<file path="config.mk">
export PLATFORM = sky130hd
export DESIGN_NAME = class_router_fifo
export DESIGN_NICKNAME = d
export VERILOG_FILES = /design/src/rtl/class_router_fifo.sv
export SDC_FILE = /design/constraint.sdc
export NUM_CORES = 1
export LEC_CHECK = 0
export CAP_MARGIN = 10
export CORE_MARGIN = 1.5
export CORE_UTILIZATION = 57
export DETAILED_ROUTE_END_ITERATION = 8
export GPL_ROUTABILITY_DRIVEN = 0
export PLACE_DENSITY_LB_ADDON = 0.08
export SLEW_MARGIN = 30
export SYNTH_ARGS = -nofsm -noshare
export SYNTH_HDL_FRONTEND = slang
export SYNTH_SLANG_ARGS = --single-unit
</file>
<file path="constraint.sdc">
create_clock -name clk -period 3 [get_ports clk]
set_clock_uncertainty 0.15 [all_clocks]
set_input_delay 0.75 -clock clk [delete_from_list [all_inputs] [get_ports clk]]
set_output_delay 0.75 -clock clk [all_outputs]
set_load 0.01 [all_outputs]
</file>
<file path="src/rtl/class_router_fifo.sv">
// Per-class FIFO router with a single registered output port.
// Strict-priority or round-robin drain, flow-control flags upstream.
module class_router_fifo #(
  parameter int DATA_SIZE   = 10,
  parameter int CLASS_BITS  = 1,
  parameter int NUM_CLASSES = 2,
  parameter int DEPTH       = 4,
  parameter int AF_THRESH   = 3,
  parameter int AE_THRESH   = 1,
  parameter int ARB_MODE    = 0
) (
  input  logic                   clk,
  input  logic                   reset,
  input  logic                   in_valid,
  input  logic [DATA_SIZE-1:0]   in_data,
  input  logic                   out_ready,
  output logic                   out_valid,
  output logic [DATA_SIZE-1:0]   out_data,
  output logic [CLASS_BITS-1:0]  out_class,
  output logic [NUM_CLASSES-1:0] fifo_empty,
  output logic [NUM_CLASSES-1:0] fifo_full,
  output logic [NUM_CLASSES-1:0] almost_full,
  output logic [NUM_CLASSES-1:0] almost_empty,
  output logic [NUM_CLASSES-1:0] fifo_error,
  output logic                   pause
);

  localparam int CW = $clog2(DEPTH + 1);
  localparam int AW = $clog2(DEPTH);

  logic [DATA_SIZE-1:0]  mem    [NUM_CLASSES][DEPTH];
  logic [AW-1:0]         wr_ptr [NUM_CLASSES];
  logic [AW-1:0]         rd_ptr [NUM_CLASSES];
  logic [CW-1:0]         count  [NUM_CLASSES];
  logic [CLASS_BITS-1:0] in_cls;
  logic [CLASS_BITS-1:0] grant;
  logic [CLASS_BITS-1:0] idx;
  logic [CLASS_BITS-1:0] rr_ptr;
  logic                  any_ne;
  logic                  load;
  logic [NUM_CLASSES-1:0] hit;
  logic [NUM_CLASSES-1:0] push;
  logic [NUM_CLASSES-1:0] pop;

  assign in_cls = in_data[DATA_SIZE-1 -: CLASS_BITS];
  assign load   = out_ready || !out_valid;

  // Status flags decoded from the registered counts
  always_comb begin
    for (int c = 0; c < NUM_CLASSES; c++) begin
      fifo_empty[c]   = (count[c] == '0);
      fifo_full[c]    = (count[c] == CW'(DEPTH));
      almost_full[c]  = (count[c] >= CW'(AF_THRESH));
      almost_empty[c] = (count[c] <= CW'(AE_THRESH));
    end
    pause  = |almost_full;
    any_ne = ~&fifo_empty;
  end

  // Arbiter: highest index, or first non-empty from rr_ptr
  always_comb begin
    grant = '0;
    idx   = '0;
    if (ARB_MODE == 0) begin
      for (int c = 0; c < NUM_CLASSES; c++)
        if (!fifo_empty[c]) grant = CLASS_BITS'(c);
    end else begin
      for (int i = NUM_CLASSES - 1; i >= 0; i--) begin
        idx = rr_ptr + CLASS_BITS'(i);
        if (!fifo_empty[idx]) grant = idx;
      end
    end
  end

  // Push/pop decisions; a full FIFO being popped still takes the push
  always_comb begin
    for (int c = 0; c < NUM_CLASSES; c++) begin
      hit[c]  = in_valid && (in_cls == CLASS_BITS'(c));
      pop[c]  = load && any_ne && (grant == CLASS_BITS'(c));
      push[c] = hit[c] && (!fifo_full[c] || pop[c]);
    end
  end

  // Pointers, occupancy and sticky overflow per class
  always_ff @(posedge clk or negedge reset) begin
    if (!reset) begin
      for (int c = 0; c < NUM_CLASSES; c++) begin
        wr_ptr[c]     <= '0;
        rd_ptr[c]     <= '0;
        count[c]      <= '0;
        fifo_error[c] <= 1'b0;
      end
    end else begin
      for (int c = 0; c < NUM_CLASSES; c++) begin
        if (push[c]) wr_ptr[c] <= wr_ptr[c] + AW'(1);
        if (pop[c])  rd_ptr[c] <= rd_ptr[c] + AW'(1);
        if (push[c] && !pop[c])
          count[c] <= count[c] + CW'(1);
        else if (pop[c] && !push[c])
          count[c] <= count[c] - CW'(1);
        if (hit[c] && fifo_full[c] && !pop[c])
          fifo_error[c] <= 1'b1;
      end
    end
  end

  // Storage array, no reset needed
  always_ff @(posedge clk) begin
    for (int c = 0; c < NUM_CLASSES; c++)
      if (push[c]) mem[c][wr_ptr[c]] <= in_data;
  end

  // Output register and round-robin pointer
  always_ff @(posedge clk or negedge reset) begin
    if (!reset) begin
      out_valid <= 1'b0;
      out_data  <= '0;
      out_class <= '0;
      rr_ptr    <= '0;
    end else if (load) begin
      if (any_ne) begin
        out_valid <= 1'b1;
        out_data  <= mem[grant][rd_ptr[grant]];
        out_class <= grant;
        if (ARB_MODE != 0) rr_ptr <= grant + CLASS_BITS'(1);
      end else begin
        out_valid <= 1'b0;
      end
    end
  end

endmodule

</file>
==> impl_metrics.env, run 1 <==
export IMPL_status="complete, no violations"
export IMPL_htreeDepth=3
export IMPL_cp_end_kind="output pin"
export IMPL_power_frac_comb_pct=36.6
export IMPL_diodes=0
export IMPL_mostFrequentLayoutCells="80 x edfxtp_1, 35 x clkdlybuf4s50_1, 28 x dfrtp_1"
export IMPL_grt_usage_pct=21.1
export IMPL_drcViolationCount=0
export IMPL_grt_pass1_wl_mm=13.0
export IMPL_synth_seq_area_share_pct=69.4
export IMPL_clk_latency_ns=0.37
export IMPL_crit_slowest_cell="clkdlybuf4s50_1"
export IMPL_grt_max_degree=29
export IMPL_synth_top_family_by_area="multiplexers"
export IMPL_synth_cells=268
export IMPL_hold_class="reg -> reg"
export IMPL_ant_nets=0
export IMPL_dp_cells=411
export IMPL_relSlewSlack_pct=52.0
export IMPL_synth_area_mux_share_pct=10.1
export IMPL_p_int_mw=3.14
export IMPL_use_met3_pct=4.10
export IMPL_synthSimpleGateAreaFrac_pct=4.92
export IMPL_grtUsageMet2_pct=34.6
export IMPL_cts_tree="done"
export IMPL_vias_per_cell=5.54
export IMPL_ys_ff_latch=108
export IMPL_die_h_um=91.6
export IMPL_maxCapViolCount=0
export IMPL_clk_pin_slew_ns=0.11
export IMPL_drive_gt1_share_pct=15.5
export IMPL_clkSinkCount=108
export IMPL_syn_to_final_growth_pct=18.2
export IMPL_switching_share_pct=33.4
export IMPL_layout_cells_non_filler=430
export IMPL_p_leak_nw=1.99
export IMPL_syn_area_sq_um=4470
export IMPL_final_common_cell="edfxtp_1"
export IMPL_cts_buffers=9
export IMPL_synth_xor_area_share_pct=1.76
export IMPL_routed_wirelength_mm=7.99
export IMPL_worstMarginPinSlew_ns=0.720
export IMPL_die_width_um=91.6
export IMPL_wire_per_inst_um=18.6
export IMPL_drv_slew=0
export IMPL_met1_usage_pct=28.1
export IMPL_worstPathCellList="buf_4 > inv_1 > ha_1 > and2_1 > clkdlybuf4s50_1"
export IMPL_hold_viol=0
export IMPL_synth_area_per_cell_sq_um=16.7
export IMPL_fillers=520
export IMPL_first_iter_violations=139
export IMPL_cp_slowest_stage_delay_ns=0.55
export IMPL_max_freq_mhz=345
export IMPL_worstPathRequired_ns=2.10
export IMPL_hpwlAfterDp_mm=5.15
export IMPL_coreArea_sq_um=7650
export IMPL_crit_fanout=4
export IMPL_antenna_found_initial=0
export IMPL_netlist_cell_type_count=35
export IMPL_start_util_pct=58.5
export IMPL_cts_max_path_buffers=2
export IMPL_critical_path_class="reg -> out"
export IMPL_cellPowerDensity_nw_per_um2=890
export IMPL_cp_start_kind="flop"
export IMPL_grt_busiest_layer="met2"
export IMPL_final_nets=357
export IMPL_vias=2382
export IMPL_crit_arrival_ns=2.00
export IMPL_setup_viol=0
export IMPL_fin_tns_setup_ns=0
export IMPL_synth_compound_area_share_pct=5.96
export IMPL_finalCritPeriodShare_pct=96.6
export IMPL_cts_root_buf="clkbuf_8"
export IMPL_irDropWorstVdd_uv=399
export IMPL_overflow=0
export IMPL_fp_row_count=32
export IMPL_synthAdderAreaFrac_pct=5.60
export IMPL_grt_pass1_vias=2474
export IMPL_synth_nets=302
export IMPL_power_share_sequential_pct=45.4
export IMPL_clockPowerShare_pct=18.0
export IMPL_power_switching_mw=1.57
export IMPL_finalCriticalPeriod_ns=2.90
export IMPL_yosysWarnings=0
export IMPL_numPortBuffers=36
export IMPL_ioPinCount=37
export IMPL_fp_dieArea_sq_um=8390
export IMPL_dr_pass1_iters=4
export IMPL_rsz0062_at_grt="false"
-- critical path, delay by kind of cell (launching register included) --
kind	cells	cell delay [ns]
fa+ha+maj	1	0.23
simple gates	1	0.20
buf+inv	3	0.81
flops	1	0.40
-- routing by layer --
layer | share of wire, % | up-vias
met3 | 3.5 | 10
met1 | 45 | 1210
met5 | 0 | -
met2 | 50 | 36
li1 | - | 1126
met4 | 1.2 | 0
-- cell type report --
cell class / count / area (sq um) / share of cell area [%]
timing repair buffer: 52 / 529 / 10.0
inverter: 14 / 52.6 / 0.994
clock inverter: 7 / 71.3 / 1.35
sequential: 108 / 3100 / 58.7
clock buffer: 9 / 124 / 2.34
multi-input combinational: 138 / 1280 / 24.2
tap: 102 / 128 / 2.41
-- synth_stat cells --
cell	number	share of area, %
nand2b_4	1	0.31
a21o_1	1	0.17
mux2_2	1	0.25
or3_1	1	0.14
a21oi_1	6	0.67
mux2i_1	20	4.5
inv_1	13	1.1
nand2_1	10	0.84
a41o_1	1	0.22
mux2_4	1	0.34
and2_1	10	1.4
o221ai_1	10	2.0
a21boi_1	1	0.17
dfrtp_1	28	16
buf_1	1	0.084
nand3_1	2	0.22
ha_1	20	5.6
buf_2	3	0.34
a31o_2	1	0.20
nor3b_1	1	0.17
nor3b_4	1	0.42
edfxtp_1	80	54
xnor2_1	6	1.2
clkbuf_1	2	0.17
nor3_1	2	0.22
mux4_2	10	5.0
o21ai_0	8	0.90
xor2_1	3	0.59
nand2b_1	1	0.14
or2_2	1	0.14
nor2_1	6	0.50
buf_6	2	0.50
nor2b_1	3	0.42
inv_2	1	0.084
a22oi_1	10	1.7
-- power by group through the flow --
stage	sequential [mW]	combinational, mW	clock [mW]
2_1_floorplan	2.12	1.13	0
3_3_place_gp	2.17	1.66	0
3_5_place_dp	2.18	1.69	0
4_1_cts	2.14	1.75	0.860
5_1_grt	2.18	1.90	0.912
6_report	2.14	1.72	0.846
-- per-stage QoR --
stage               area [sq um]  worst slack, ns  power (mW)  util [%]  hold WS (ns)
finish                      5290            0.101        4.70      69.1         0.332
global route                5290          0.00584        5.00      69.1         0.356
CTS                         5280           0.0799        4.75      69.1         0.332
detailed placement          5060            0.203        3.88      66.2         0.312
global placement            5060            0.241        3.83      66.2         0.305
floorplan                   4470            0.714        3.25         -         0.297
-- path summary, 6_finish.rpt --
path / start / endpoint / slack, ns / depth (start not counted)
worst min register to register: fifo_error[1]$_DFFE_PN0P_ / fifo_error[1]$_DFFE_PN0P_ / 0.33 / 1
worst min-delay path: fifo_error[1]$_DFFE_PN0P_ / fifo_error[1]$_DFFE_PN0P_ / 0.33 / 1
worst max-delay path: count[0]$_DFFE_PN0P_ / fifo_full[1] / 0.10 / 5
worst max register to register: count[0]$_DFFE_PN0P_ / count[5]$_DFFE_PN0P_ / 0.55 / 11
min in group asynchronous: reset / out_data[0]$_DFFE_PN0N_ / 0.62 / 2
max in group asynchronous: reset / out_data[5]$_DFFE_PN0N_ / 1.77 / 2
-- state kept, by name, indices dropped and copies added, names as in the netlist --
register    count
fifo_error      2
mem            80
out_data       10
wr_ptr          4
out_class       1
count           6
out_valid       1
rd_ptr          4
-- cells by family after synthesis --
logic type                 after synthesis
and+or+nand+nor                         39
muxes                                   32
AOI/OAI and AO/OA                       38
buffers and inverters                   22
xor gates and xnor gates                 9
DFF                                    108
adders and majority gates               20
-- repair_timing --
action / 4_1_cts / 5_1_grt
setup buffers: 3 / 0
resized for setup: 3 / 1
hold buffers: 0 / 0
setup endpoints to repair: 1 / 1
Note: power is estimated with default switching activity, not from simulation.
==> run 2, diff against run 1 <==
--- a/config.mk
+++ b/config.mk
@@ -7,7 +7,7 @@
 export LEC_CHECK = 0
 export CAP_MARGIN = 10
 export CORE_MARGIN = 1.5
-export CORE_UTILIZATION = 57
+export CORE_UTILIZATION = 55
 export DETAILED_ROUTE_END_ITERATION = 8
 export GPL_ROUTABILITY_DRIVEN = 0
 export PLACE_DENSITY_LB_ADDON = 0.08
@@ -15,3 +15,4 @@
 export SYNTH_ARGS = -nofsm -noshare
 export SYNTH_HDL_FRONTEND = slang
 export SYNTH_SLANG_ARGS = --single-unit
+export TNS_END_PERCENT = 10
==> constraint.sdc (replaced) <==
create_clock -name clk -period 2.8 [get_ports clk]
set_clock_uncertainty 0.15 [all_clocks]
set_input_delay 0.7 -clock clk [delete_from_list [all_inputs] [get_ports clk]]
set_output_delay 0.7 -clock clk [all_outputs]
set_load 0.01 [all_outputs]
==> run 2 against run 1 <==
Against the previous run:
- via count grew 2.2%
- global-route usage grew 0.14 points
- non-clock buffer count grew 8
- setup slack lost 0.0075 ns
- final cell count grew 1.9%
- power grew 9.4%
- routed wire length grew 5.9%
- sequential power grew 3%
- critical endpoint is now fifo_full[0]
==> impl_metrics.env, run 2 (synthesis results as in run 1) <==
export IMPL_cts_tree="done"
export IMPL_multiInputGateArea_sq_um=1280
export IMPL_critPathTopFamily="buffers and inverters"
export IMPL_grt_pass1_wl_mm=13.1
export IMPL_drv_slew=0
export IMPL_drcViolationCount=0
export IMPL_final_nets=365
export IMPL_seq_area_sq_um=3100
export IMPL_final_common_cell="edfxtp_1"
export IMPL_crit_arrival_ns=1.86
export IMPL_first_iter_violations=187
export IMPL_clkSinkCount=108
export IMPL_dr_pass1_iters=4
export IMPL_htreeDepth=3
export IMPL_routed_wirelength_mm=8.46
export IMPL_fillers=546
export IMPL_die_width_um=93.2
export IMPL_clk_pin_slew_ns=0.10
export IMPL_grt_max_degree=29
export IMPL_grt_pass1_vias=2429
export IMPL_syn_to_final_growth_pct=19.7
export IMPL_cp_start_kind="flop"
export IMPL_fin_tns_setup_ns=0
export IMPL_cts_max_path_buffers=2
export IMPL_ctsHoldBuffers=0
export IMPL_p_total_mw=5.15
export IMPL_wl_met2_mm=4.27
export IMPL_finalWorstSetupSlack_ns=0.0932
export IMPL_hpwlAfterDp_mm=5.58
export IMPL_finalCriticalPeriod_ns=2.71
export IMPL_vias_per_cell=5.56
export IMPL_die_h_um=93.2
export IMPL_crit_slowest_cell="clkdlybuf4s50_1"
export IMPL_relSlewSlack_pct=68.3
export IMPL_critical_path_class="reg -> out"
export IMPL_p_leak_nw=2.06
export IMPL_ant_nets=0
export IMPL_cp_slowest_stage_delay_ns=0.53
export IMPL_diodes=0
export IMPL_worstPathCellList="buf_4 > inv_1 > ha_1 > and2_1 > clkdlybuf4s50_1"
export IMPL_cp_num_buf_inv=3
export IMPL_maxCapViolCount=0
export IMPL_setup_viol=0
export IMPL_cellPowerDensity_nw_per_um2=962
export IMPL_fp_dieArea_sq_um=8680
export IMPL_wire_per_inst_um=19.3
export IMPL_finalCritPeriodShare_pct=96.7
export IMPL_irDropWorstVdd_uv=513
export IMPL_rsz0062_at_grt="true"
export IMPL_drive_gt1_share_pct=18.2
export IMPL_ioPinCount=37
export IMPL_numPortBuffers=36
export IMPL_hold_class="reg -> reg"
export IMPL_overflow=0
export IMPL_post_route_util_pct=68.5
export IMPL_wl_met3_um=433
export IMPL_cp_end_kind="output pin"
export IMPL_cts_buffers=9
export IMPL_start_util_pct=57.3
export IMPL_crit_fanout=4
export IMPL_grt_usage_pct=21.2
export IMPL_max_freq_mhz=369
export IMPL_reg2regPathDepth=11
export IMPL_vias=2435
export IMPL_holdPathStages=2
export IMPL_largest_register_ffs=80
export IMPL_antenna_found_initial=0
export IMPL_top_layer_used="met4"
export IMPL_mostFrequentLayoutCells="80 x edfxtp_1, 32 x clkdlybuf4s50_1, 27 x dfrtp_1"
export IMPL_worstMarginPinSlew_ns=0.476
export IMPL_wl_met1_mm=3.71
export IMPL_status="complete, no violations"
export IMPL_hold_viol=0
export IMPL_clk_latency_ns=0.36
export IMPL_fp_row_count=32
export IMPL_worstPathRequired_ns=1.95
export IMPL_cts_root_buf="clkbuf_8"
export IMPL_coreArea_sq_um=7810
export IMPL_path_depth=5
export IMPL_dp_slack_ns=0.112
==> run 2: changes by cell type in the layout (fill, tap and decap cells not counted), sizes merged <==
cell | before | now
clkinvlp | 1 | 0
dlygate4sd2 | 1 | 2
clkdlybuf4s15 | 0 | 1
clkdlybuf4s50 | 35 | 32
bufinv | 0 | 1
dlymetal6s2s | 0 | 1
buf | 16 | 24
==> run 2: metal layers <==
| layer | vias up | global-route usage (%) |
|---|---|---|
| met3 | 5 | 6.02 |
| li1 | 1139 | - |
| met2 | 53 | 34.7 |
| met1 | 1238 | 28.8 |
| met4 | 0 | 4.29 |
| met5 | - | 0 |
==> run 2: cell type report <==
cell class	instances	share of cell area, %
Sequential cell	108	58.0
Multi-Input combinational cell	138	23.9
Timing Repair Buffer	60	11.0
Tap cell	102	2.38
Clock buffer	9	2.31
Clock inverter	7	1.38
Inverter	14	0.982
==> run 2: what timing repair did <==
action	4_1_cts	5_1_grt
buffers inserted	2	0
setup endpoints to repair	2	3
resized for setup	6	6
==> run 2: power by group <==
part	switching, mW	internal [mW]	leakage (nW)
registers	0.163	2.05	1.05
clock network	0.510	0.419	0.102
logic	1.00	1.00	0.906
total	1.68	3.47	2.06
==> run 2: worst paths after layout <==
check / from / slack, ns / end
worst max-delay path: count[3]$_DFFE_PN0P_ / 0.09 / fifo_full[0]
worst min-delay path: out_class$_DFFE_PN0N_ / 0.33 / out_class$_DFFE_PN0N_
worst max register to register: count[0]$_DFFE_PN0P_ / 0.37 / count[5]$_DFFE_PN0P_
worst min register to register: out_class$_DFFE_PN0N_ / 0.33 / out_class$_DFFE_PN0N_
max in group asynchronous: reset / 1.62 / count[5]$_DFFE_PN0P_
min in group asynchronous: reset / 0.58 / count[0]$_DFFE_PN0P_
==> run 2: worst reg2reg max path: stages (launching register included) <==
cell and delay [ns]:
dfrtp_1 0.39, buf_4 0.15, inv_1 0.13, ha_2 0.23, nand2b_4 0.07, inv_2 0.11, a21boi_1 0.13, nor3b_4 0.28
ha_1 0.34, nor3_1 0.16, a21oi_1 0.06, o21ai_0 0.14
==> run 2: metrics by stage <==
step / std cells / hold WS [ns] / instance area [sq um]
after floorplan: 268 / 0.254 / 4470
after global placement: 420 / 0.312 / 5130
after detailed placement: 420 / 0.316 / 5130
after CTS: 438 / 0.335 / 5340
after global routing: 438 / 0.349 / 5350
final: 438 / 0.335 / 5350
